**src/rtl/uc_seq_pkg.sv**
```systemverilog
// Shared definitions for the microc control unit: opcode constants,
// FSM state encoding and the packed control-word layout.
package uc_seq_pkg;

    // Upper three opcode bits that mark an ALU-class instruction.
    localparam logic [2:0] ALU_PFX = 3'b000;

    localparam logic [5:0] OP_LI   = 6'b001000;
    localparam logic [5:0] OP_J    = 6'b010000;
    localparam logic [5:0] OP_JZ   = 6'b010001;
    localparam logic [5:0] OP_JNZ  = 6'b010010;
    localparam logic [5:0] OP_HALT = 6'b011111;
    localparam logic [5:0] OP_NOP  = 6'b111111;

    typedef enum logic {
        S_RUN  = 1'b0,
        S_HALT = 1'b1
    } state_t;

    // Control word driven back to the datapath.
    typedef struct packed {
        logic       s_inc;
        logic       s_inm;
        logic       we3;
        logic       wez;
        logic [2:0] op;
    } ctrl_t;

    // Sequential fetch, no architectural writes.
    localparam ctrl_t CTRL_IDLE  = '{s_inc: 1'b1, s_inm: 1'b0, we3: 1'b0, wez: 1'b0, op: 3'b000};
    // PC held on the self-looping HALT address, no architectural writes.
    localparam ctrl_t CTRL_STALL = '{s_inc: 1'b0, s_inm: 1'b0, we3: 1'b0, wez: 1'b0, op: 3'b000};

endpackage

```
**src/rtl/uc_seq_dec.sv**
```systemverilog
// Pure combinational instruction decoder: Opcode and zero flag to control
// word, plus HALT and undefined-opcode indications for the sequencer.
module uc_seq_dec
    import uc_seq_pkg::*;
(
    input  logic [5:0] i_opcode,
    input  logic       i_z,
    output ctrl_t      o_ctrl,
    output logic       o_is_halt,
    output logic       o_is_illegal
);

    // Decode one instruction; anything not listed behaves as a NOP and is flagged.
    always_comb begin
        o_ctrl       = CTRL_IDLE;
        o_is_halt    = 1'b0;
        o_is_illegal = 1'b0;
        if (i_opcode[5:3] == ALU_PFX) begin
            o_ctrl.op  = i_opcode[2:0];
            o_ctrl.we3 = 1'b1;
            o_ctrl.wez = 1'b1;
        end else begin
            case (i_opcode)
                OP_LI: begin
                    o_ctrl.we3   = 1'b1;
                    o_ctrl.s_inm = 1'b1;
                end
                OP_J:    o_ctrl.s_inc = 1'b0;
                OP_JZ:   o_ctrl.s_inc = ~i_z;
                OP_JNZ:  o_ctrl.s_inc = i_z;
                OP_HALT: begin
                    o_ctrl.s_inc = 1'b0;
                    o_is_halt    = 1'b1;
                end
                OP_NOP:  o_ctrl = CTRL_IDLE;
                default: o_is_illegal = 1'b1;
            endcase
        end
    end

endmodule

```
**src/rtl/uc_seq.sv**
```systemverilog
// Control unit for the single-cycle microc datapath. Control outputs are
// combinational from (state, Opcode, z); a RUN/HALT FSM, a sticky
// illegal-opcode flag and a saturating retired-instruction counter are
// kept for debug.
module uc_seq
    import uc_seq_pkg::*;
#(
    parameter int CNT_W = 16
) (
    input  logic             clk,
    input  logic             reset,
    input  logic [5:0]       Opcode,
    input  logic             z,
    output logic             s_inc,
    output logic             s_inm,
    output logic             we3,
    output logic             wez,
    output logic [2:0]       Op,
    output logic             halted,
    output logic             illegal,
    output logic [CNT_W-1:0] retired
);

    state_t           r_state;
    logic             r_illegal;
    logic [CNT_W-1:0] r_retired;

    ctrl_t w_dec_ctrl;
    ctrl_t w_ctrl;
    logic  w_is_halt;
    logic  w_is_illegal;

    uc_seq_dec u_dec (
        .i_opcode     (Opcode),
        .i_z          (z),
        .o_ctrl       (w_dec_ctrl),
        .o_is_halt    (w_is_halt),
        .o_is_illegal (w_is_illegal)
    );

    // Reset blocks writes first; HALT then pins the PC regardless of what is fetched.
    always_comb begin
        w_ctrl = w_dec_ctrl;
        if (reset) begin
            w_ctrl = CTRL_IDLE;
        end else if (r_state == S_HALT) begin
            w_ctrl = CTRL_STALL;
        end
    end

    assign s_inc   = w_ctrl.s_inc;
    assign s_inm   = w_ctrl.s_inm;
    assign we3     = w_ctrl.we3;
    assign wez     = w_ctrl.wez;
    assign Op      = w_ctrl.op;
    assign halted  = (r_state == S_HALT);
    assign illegal = r_illegal;
    assign retired = r_retired;

    // RUN/HALT state, sticky illegal flag and saturating count; all only advance while running.
    always_ff @(posedge clk) begin
        if (reset) begin
            r_state   <= S_RUN;
            r_illegal <= 1'b0;
            r_retired <= '0;
        end else if (r_state == S_RUN) begin
            if (r_retired != {CNT_W{1'b1}}) begin
                r_retired <= r_retired + CNT_W'(1);
            end
            if (w_is_illegal) begin
                r_illegal <= 1'b1;
            end
            if (w_is_halt) begin
                r_state <= S_HALT;
            end
        end
    end

endmodule
```
**config.mk**
```make
export PLATFORM = sky130hd
export DESIGN_NAME = uc_seq
export DESIGN_NICKNAME = d
export VERILOG_FILES = /design/src/rtl/uc_seq_pkg.sv /design/src/rtl/uc_seq_dec.sv /design/src/rtl/uc_seq.sv
export SDC_FILE = /design/constraint.sdc
export NUM_CORES = 1
export LEC_CHECK = 0
export BUFFER_PORTS_ARGS = -buffer_cell sky130_fd_sc_hd__clkbuf_2
export CAP_MARGIN = 10
export CORE_ASPECT_RATIO = 0.8
export CORE_MARGIN = 2
export CORE_UTILIZATION = 35
export DETAILED_ROUTE_END_ITERATION = 7
export MAX_ROUTING_LAYER = met4
export PLACE_DENSITY = 0.57
export RECOVER_POWER = 100
export SKIP_CTS_REPAIR_TIMING = 1
export SYNTH_ARGS = -nofsm -noshare
export SYNTH_HDL_FRONTEND = slang
export SYNTH_SLANG_ARGS = --single-unit
```
**constraint.sdc**
```tcl
create_clock -name clk -period 2.4 [get_ports clk]
set_input_delay 0.36 -clock clk [delete_from_list [all_inputs] [get_ports clk]]
set_output_delay 0.36 -clock clk [all_outputs]
set_load 0.1 [all_outputs]
```
==> metrics.yaml <==
cells_and_area:
  postLayoutCellArea_um2: 1479
  diodes: 0
  instances_no_fill: 211
  drive_gt1_share_pct: 22.22
  areaGrowthSynthToFinish_pct: 24.68
  fin_nets: 182
hold_path:
  hold-path-cell-count: 3
  hold_class: "in2reg"
logic_synthesis:
  synth_cell_types: 43
  synthArstFlopShare_pct: 0
  synth_edf_count: 0
  synth_fa_ha_area_share_pct: 1.055
  synthesis.nets: 148
  syn_avg_cell_area_um2: 8.595
  syn_inst: 138
  synth_seq_cells: 18
  yosysTopAreaCell: "dfxtp_1"
  synthTopCellsByCount: "dfxtp_1 (18), nor2_1 (18), nor2b_1 (8), nor3_1 (8), a21oi_1 (7)"
  synth_xor_xnor_area_share_pct: 0
  synth_top_area_share_pct: 30.38
  synthFlopType: "dfxtp_1"
  yosysWarningCount: 0
  syn_area_um2: 1186
  synth.area.mux_share_pct: 9.283
  synth-simple-area-share_pct: 34.18
  synth_top_family_by_area: "simple AND/OR/NAND/NOR gates"
  synth_compound_area_share_pct: 19.94
  synth_seq_area_share_pct: 30.38
  yosys-top-cells-area: "dfxtp_1 (30%), nor2_1 (5.7%), mux2_1 (4.7%)"
power_and_ir_drop:
  power.internal_mw: 0.4832
  p_leak_nw: 0.5473
  power_switching_share_pct: 30.99
  pwr-share-comb_pct: 18.5
  power.share.clock_pct: 36.8
  seq_power_share_pct: 44.7
  powerDensity_nw_per_um2: 473.4
  p_switching_mw: 0.2170
  peakVddDrop_v: 0.0002991
global_route:
  use_met1_pct: 21.66
  grt.busiest_layer: "met2"
  grt_max_degree: 29
  antenna_found_initial: 0
  grt_overflow: 0
  met2_usage_pct: 23.21
  grt_pass1_wl_um: 4864
  grt_use_total_pct: 15.80
  met3_usage_pct: 3.804
  first_global_vias: 1012
cts:
  numCtsBuffers: 3
  clk_latency_ns: 0.26
  clk_path_buf_depth: 2
  root_buffer: "clkbuf_8"
  cts_max_level: 1
  cts_tree: "yes"
  clk_pin_slew_worst_paths_ns: 0.07
  clock-sinks: 18
placement:
  dp_hpwl_um: 2134
  portBuffers: 33
  placedInstanceArea_um2: 1514
  gp_congestion: 0.7983
  post-place-cells: 207
die:
  die_h_um: 56.07
  fp.dieW_um: 69.09
  start_util_pct: 37.62
  num_rows: 18
  die_area_um2: 3874
  coreArea_um2: 3153
  io_pins: 34
critical_path:
  critPathRequiredTime_ns: 2.04
  cp.depth: 4
  crit_chain: "or4_4 -> nor4_4 -> or2_4 -> buf_12"
  worst_path_dominant_cell_family: "simple AND/OR/NAND/NOR gates"
  reg2reg_depth: 5
  path_max_fanout: 19
  cp_num_buf_inv: 1
  worst_path_largest_cell_delay_ns: 0.48
  worst_setup_path_start_kind: "flip-flop"
  end_kind: "primary output"
  worstSetupPathType: "reg2out"
  cp.arrival_ns: 1.88
  crit_path_top_delay_cell: "or4_4"
sta:
  drv_slew: 0
  finalSetupViolations: 0
  skew_ns: 0.002784
  period_needed_ns: 2.238
  hold_viol: 0
  fmax_mhz: 446.8
  finalCritPeriodShare_pct: 93.27
  rsz0062_at_grt: "no"
  tightestPinTransition_ns: 1.180
  relSlewSlack_pct: 21.64
detailed_routing:
  drt-pass1-iter-count: 4
  routed_wl_um: 2848
  drt_first_iter_violations: 62
  vias: 1135
  wire_per_inst_um: 13.50
  routed_via_density: 5.379
  drc: 0
  ant_nets: 0
run:
  maxCapViolCount: 0
run_status:
  status: "finished, final reports clean"
power groups by stage:
| stage | Combinational [mW] | Clock (mW) | Sequential [mW] |
|---|---|---|---|
| 2_1_floorplan | 0.0535 | 0 | 0.364 |
| 3_3_place_gp | 0.131 | 0 | 0.321 |
| 3_5_place_dp | 0.132 | 0 | 0.321 |
| 4_1_cts | 0.133 | 0.264 | 0.314 |
| 5_1_grt | 0.138 | 0.281 | 0.315 |
| 6_report | 0.129 | 0.258 | 0.313 |
layer usage:
metal,wire length (um),vias up,part of all wire [%]
met1,1427,527,50
met4,27,0,0.95
met3,151,2,5.3
li1,-,572,-
met5,0,-,0
met2,1241,34,44
area by class of cell:
cell class	count	area, um2
clock buffers	4	55.05
fillers	345	1674
inverters	4	15.01
multi-input cells	109	752.0
flip-flops and latches	18	365.4
well taps	40	50.05
repair buffers	36	241.5
worst paths after layout:
check	startpoint	endpoint	slack, ns
worst max-delay path	halted$_SDFF_PP0_	we3	0.16
worst min-delay path	Opcode[4]	halted$_SDFF_PP0_	0.47
worst max register to register	retired[0]$_SDFFE_PP0P_	retired[9]$_SDFFE_PP0P_	0.24
worst min register to register	retired[1]$_SDFFE_PP0P_	retired[1]$_SDFFE_PP0P_	0.51
cell families after synthesis:
logic type	count (synthesis)
and+or+nand+nor	71
AOI/OAI and AO/OA	27
DFF	18
buffers and inverters	11
muxes	10
adders and majority gates	1
sequential cells by signal, summed over array words and instances (netlist names):
name     cells
retired     16
halted       1
illegal      1
metrics by stage:
stage | hold WS (ns) | utilization [%] | TNS (ns) | setup slack, ns | power (mW)
finish | 0.4698 | 46.90 | 0 | 0.1616 | 0.7002
global route | 0.4995 | 46.90 | 0 | 0.08191 | 0.7347
CTS | 0.4597 | 49.76 | 0 | 0.1215 | 0.7106
detailed placement | 0.4951 | 48.02 | 0 | 0.2533 | 0.4533
global placement | 0.4857 | 48.02 | 0 | 0.2727 | 0.4516
floorplan | 0.5159 | - | -0.8419 | -0.6552 | 0.4172
cells in the final DEF, fill, tap and decap left out, types with 5 or more instances in the layout:
| master | count |
|---|---|
| buf_12 | 5 |
| a211oi_1 | 7 |
| a21oi_1 | 7 |
| clkbuf_1 | 19 |
| nor3_1 | 8 |
| mux2_1 | 5 |
| nor2b_1 | 8 |
| nor2_1 | 17 |
| nand2_1 | 6 |
| clkbuf_2 | 8 |
| dfxtp_1 | 16 |
worst min-delay path, delay by kind of cell:
family / cells / cell delay [ns]
AO/OA/AOI/OAI: 1 / 0.11
buffers and inverters: 1 / 0.14
AND/OR/NAND/NOR: 1 / 0.08
No activity file was read; power rests on OpenSTA's default activity.
